<file path="src/rtl/rf_writeback.sv">
// rtl/rf_writeback.sv - register-file write-side master with ALU result queue and LSU priority
module rf_writeback #(
   parameter int FIFO_DEPTH = 4,
   parameter int CNT_W      = 32
) (
   input  logic                          clk,
   input  logic                          reset,
   input  logic                          alu_valid,
   output logic                          alu_ready,
   input  logic [4:0]                    alu_rd,
   input  logic [31:0]                   alu_data,
   input  logic                          lsu_valid,
   input  logic [4:0]                    lsu_rd,
   input  logic [31:0]                   lsu_data,
   input  logic [4:0]                    chk_addr,
   output logic                          chk_hit,
   output logic [31:0]                   rd,
   output logic [31:0]                   rd_data,
   output logic                          rd_write,
   output logic [CNT_W-1:0]              wb_count,
   output logic [$clog2(FIFO_DEPTH):0]   fifo_cnt
);
   localparam int PTR_W = $clog2(FIFO_DEPTH);
   localparam int CW    = PTR_W + 1;

   logic [4:0]       q_rd   [FIFO_DEPTH];
   logic [31:0]      q_data [FIFO_DEPTH];
   logic [PTR_W-1:0] rd_ptr;
   logic [PTR_W-1:0] wr_ptr;

   logic             push;
   logic             pop;
   logic             sel_valid;
   logic [4:0]       sel_rd;
   logic [31:0]      sel_data;

   // Full blocks acceptance even when a pop happens in the same cycle.
   assign alu_ready = (fifo_cnt < CW'(FIFO_DEPTH));
   assign push      = alu_valid && alu_ready;
   // LSU always wins; the queue head only drains on cycles with no LSU result.
   assign pop       = !lsu_valid && (fifo_cnt != '0);

   // Pick the write source for this cycle: LSU first, else FIFO head.
   always_comb begin
      sel_valid = 1'b0;
      sel_rd    = '0;
      sel_data  = '0;
      if (lsu_valid) begin
         sel_valid = 1'b1;
         sel_rd    = lsu_rd;
         sel_data  = lsu_data;
      end else if (fifo_cnt != '0) begin
         sel_valid = 1'b1;
         sel_rd    = q_rd[rd_ptr];
         sel_data  = q_data[rd_ptr];
      end
   end

   // RAW lookup over occupied queue slots only; x0 never hazards.
   always_comb begin
      chk_hit = 1'b0;
      for (int i = 0; i < FIFO_DEPTH; i++) begin
         if ((CW'(i) < fifo_cnt) && (chk_addr != 5'd0) &&
             (q_rd[rd_ptr + PTR_W'(i)] == chk_addr)) begin
            chk_hit = 1'b1;
         end
      end
   end

   // Queue storage; contents need no reset since occupancy gates every read.
   always_ff @(posedge clk) begin
      if (push) begin
         q_rd[wr_ptr]   <= alu_rd;
         q_data[wr_ptr] <= alu_data;
      end
   end

   // Queue pointers and occupancy; pointers wrap naturally at FIFO_DEPTH.
   always_ff @(posedge clk) begin
      if (reset) begin
         rd_ptr   <= '0;
         wr_ptr   <= '0;
         fifo_cnt <= '0;
      end else begin
         if (push) wr_ptr <= wr_ptr + 1'b1;
         if (pop)  rd_ptr <= rd_ptr + 1'b1;
         case ({push, pop})
            2'b10:   fifo_cnt <= fifo_cnt + 1'b1;
            2'b01:   fifo_cnt <= fifo_cnt - 1'b1;
            default: fifo_cnt <= fifo_cnt;
         endcase
      end
   end

   // Registered write port; x0 targets and idle cycles leave address/data held.
   always_ff @(posedge clk) begin
      if (reset) begin
         rd       <= '0;
         rd_data  <= '0;
         rd_write <= 1'b0;
         wb_count <= '0;
      end else if (sel_valid && (sel_rd != 5'd0)) begin
         rd       <= {27'b0, sel_rd};
         rd_data  <= sel_data;
         rd_write <= 1'b1;
         wb_count <= wb_count + 1'b1;
      end else begin
         rd_write <= 1'b0;
      end
   end
endmodule

</file>
<file path="config.mk">
export PLATFORM = sky130hd
export DESIGN_NAME = rf_writeback
export DESIGN_NICKNAME = d
export VERILOG_FILES = /design/src/rtl/rf_writeback.sv
export SDC_FILE = /design/constraint.sdc
export NUM_CORES = 1
export LEC_CHECK = 0
export ABC_AREA = 1
export ABC_CLOCK_PERIOD_IN_PS = 2800
export CORE_MARGIN = 8
export CORE_UTILIZATION = 54
export DETAILED_ROUTE_END_ITERATION = 10
export GPL_TIMING_DRIVEN = 0
export MAX_ROUTING_LAYER = met4
export PLACE_DENSITY_LB_ADDON = 0.05
export SYNTH_ARGS = -nofsm -noshare
export SYNTH_HDL_FRONTEND = slang
export SYNTH_SLANG_ARGS = --single-unit
</file>
<file path="constraint.sdc">
create_clock -name clk -period 2.8 [get_ports clk]
set_input_delay 0.42 -clock clk [delete_from_list [all_inputs] [get_ports clk]]
set_output_delay 0.42 -clock clk [all_outputs]
set_load 0.01 [all_outputs]
</file>
==> flow_metrics.tcl <==
set metrics [dict create \
    seq_area_mm2 0.006033 \
    grt_pass1_wl_um 49620 \
    postCtsSetupBuffers 0 \
    drv_slew 0 \
    grt_pass1_vias 9266 \
    holdPathEnd "rd_data[5]$_SDFFE_PP0P_" \
    hold_depth 2 \
    dr.first_iter.drc_count 794 \
    grt_overflow 0 \
    cts_tree "yes" \
    reg2reg_to "fifo_cnt[2]$_SDFFE_PP0P_" \
    dp_cells 1728 \
    drtAntennaViolNets 0 \
    hpwl_um 23110 \
    io_pins 185 \
    final_cells 1769 \
    die-area_mm2 0.02557 \
    tightestPinTransition_ns 0.8277 \
    floorplan.initialDensity_pct 55.10 \
    start_kind "flip-flop" \
    syn_inst 1272 \
    crit_fanout 10 \
    period_share_pct 90.64 \
    drtPass1Iterations 7 \
    setup_slack_ns 0.2621 \
    hold_path_class "flip-flop to flip-flop" \
    p_total_mw 11.29 \
    relSlewSlack_pct 44.69 \
    setup-tns-final_ns 0 \
    timing.fmax_mhz 394.0 \
    end_kind "primary output" \
    grt_start_max_net_pins 29 \
    peakVddDrop_uv 698.0 \
    maxCapViolations 0 \
    die_w_um 159.9 \
    post-route-drc-count 0 \
    insertion_delay_ns 0.53 \
    netlist_area_mm2 0.01118 \
    criticalPathCategory "flip-flop to primary output" \
    hp-start "rd_data[5]$_SDFFE_PP0P_" \
    synth_seq_cells 227 \
    yosysWarnings 0 \
    port-buffer-count 156 \
    rrSetupSlack_ns 0.32 \
    clk_pin_slew_worst_paths_ns 0.06 \
    reg2reg_from "fifo_cnt[0]$_SDFFE_PP0P_" \
    cts_made_buffers 23 \
    routed_wl_um 31510 \
    via_per_inst 5.461 \
    outcome "finished, final reports clean" \
    fp.dieH_um 159.9 \
    cts_max_level 1 \
    worst_clock_skew_ns 0.02460 \
    drive_gt1_share_pct 10.55 \
    hold_slack_ns 0.4932 \
    place.gp.congestion 0.9410 \
    clock_path_buffers 3 \
    nNetsFinal 1574 \
    synth_seq_area_share_pct 53.88 \
    finalHoldViolCount 0 \
    setup_viol 0 \
    wl_per_cell_um 17.81 \
    leakagePower_nw 5.564 \
    cts_sinks 227 \
    power.density_mw_per_mm2 799.4 \
    rsz0062_at_grt "no" \
    required_ns 2.38 \
    synth.distinct_cells 30 \
    antenna_found_initial 2 \
    multi_input_area_mm2 0.004378 \
    fillers 1649 \
    fin_crit_ns 2.538 \
    pre_cts_ws_ns 0.01788 \
    ctsRootBufferMaster "clkbuf_16" \
    rows 52 \
    fp.coreArea_mm2 0.02030 \
    r2r_cells 9 \
    synth_area_per_cell_um2 8.793 \
    track_usage_pct 24.63 \
    arrival_ns 2.12 \
    vias 9660 \
    area_delta_synth_final_pct 26.29 \
]
## synth_stat cells
cell type	instances	area share, %
o21ai_1	30	1.3
a21oi_1	79	3.5
or2_2	32	1.8
nor3_1	7	0.31
a21oi_4	1	0.15
dfxtp_1	79	14
nand3_1	72	3.2
buf_1	4	0.13
nand2_1	340	11
a31oi_1	1	0.056
buf_2	20	0.89
clkbuf_1	34	1.1
nand3_2	5	0.45
nor2_1	97	3.3
xor2_1	15	1.2
o21ai_0	49	2.2
buf_6	11	1.1
ha_1	10	1.1
nor2_4	2	0.20
inv_2	6	0.20
inv_1	77	2.6
nand4_1	72	4.0
xnor2_1	7	0.55
o31ai_1	1	0.067
edfxtp_1	148	40
conb_1	1	0.034
buf_4	31	2.1
nand2_2	1	0.056
nand3b_1	8	0.54
a22o_1	32	2.5
## report_power, final
part           internal [mW]  leakage [nW]  switching, mW  total, mW
logic                   1.45          3.17           2.43       3.88
clock network           1.99         0.393           1.26       3.25
registers               3.96          2.00          0.208       4.17
total                   7.40          5.56           3.89       11.3
## cell families (layout without fill, tap and decap cells)
kind of cell | after synthesis | after routing | synth area share [%]
AND/OR/NAND/NOR | 636 | 636 | 25.26
flip-flops | 227 | 227 | 53.88
AO/OA/AOI/OAI | 193 | 193 | 9.845
buffers and inverters | 183 | 382 | 8.144
XOR/XNOR | 22 | 22 | 1.723
adder cells (fa/ha/maj) | 10 | 10 | 1.119
other | 1 | 29 | 0.03353
## layout by cell type, fill, tap and decap left out, types with 2 or more instances in the layout
cell               n
nand2_1          339
clkdlybuf4s50_1  155
edfxtp_1         148
nor2_1            93
a21oi_1           79
dfxtp_1           77
inv_1             76
nand3_1           72
nand4_1           72
o21ai_0           49
clkbuf_1          34
or2_2             32
a22o_1            32
buf_4             31
o21ai_1           30
conb_1            27
clkbuf_16         23
buf_2             19
xor2_1            15
buf_6             12
ha_1              10
nand3b_1           8
nor3_1             7
xnor2_1            7
inv_2              6
nor2_4             6
nand3_2            5
bufinv_16          4
clkbuf_8           4
clkinv_1           4
buf_1              3
buf_12             3
diode_2            2
clkbuf_2           2
nand2_2            2
clkbuf_4           2
dfxtp_4            2
## final cells by class
type	instances	area share, %
Sequential cell	227	42.71
Inverter	83	2.223
Timing Repair Buffer	160	11.64
Clock buffer	31	4.571
Multi-Input combinational cell	888	30.99
Buffer	98	4.296
Antenna cell	2	0.03543
Tap cell	270	2.392
Clock inverter	10	1.134
## worst max-delay path by stage
stage               slack [ns]  cells past startpoint                  endpoint
floorplan                 0.11                      3    q_data[0][0]$_DFFE_PP_
global placement         -1.73                      3   q_data[3][23]$_DFFE_PP_
detailed placement        0.02                     12                   chk_hit
CTS                       0.14                     13                   chk_hit
global route              0.07                      9  fifo_cnt[2]$_SDFFE_PP0P_
finish                    0.26                     13                   chk_hit
## per-stage QoR
step / util [%] / cell area [um^2]
2_1_floorplan: - / 11280
3_3_place_gp: 64.93 / 13180
3_5_place_dp: 65.51 / 13300
4_1_cts: 69.54 / 14120
5_1_grt: 69.58 / 14120
6_report: 69.58 / 14120
## timing repair
action                                  4_1_cts  5_1_grt
hold buffers                                  0        0
gates resized for setup                      12        6
endpoints found under the setup margin        1        1
## sequential cells by signal, summed over array words and instances (netlist names), named ones only
register and flops:
rd_write 1, rd_ptr 2, rd_data 32, wb_count 32, fifo_cnt 3, rd 5
q_data 128, q_rd 20, wr_ptr 2
## per-layer routing
layer / global-route usage [%] / part of all wire (%)
met1: 31.09 / 42
met4: 7.179 / 2.4
met3: 4.139 / 7.0
met2: 40.33 / 48
met5: - / 0
## critical path, cell delays in order (launching register included)
cell      delay [ns]
dfxtp_1         0.32
buf_6           0.15
inv_2           0.08
buf_6           0.15
nand2_1         0.07
nand3_2         0.10
nand2_1         0.09
nand2_1         0.05
a21oi_1         0.18
nand3_1         0.10
nand2_1         0.08
nand2_1         0.05
nand2_1         0.05
clkbuf_2        0.12
No activity file was read; power rests on OpenSTA's default activity.
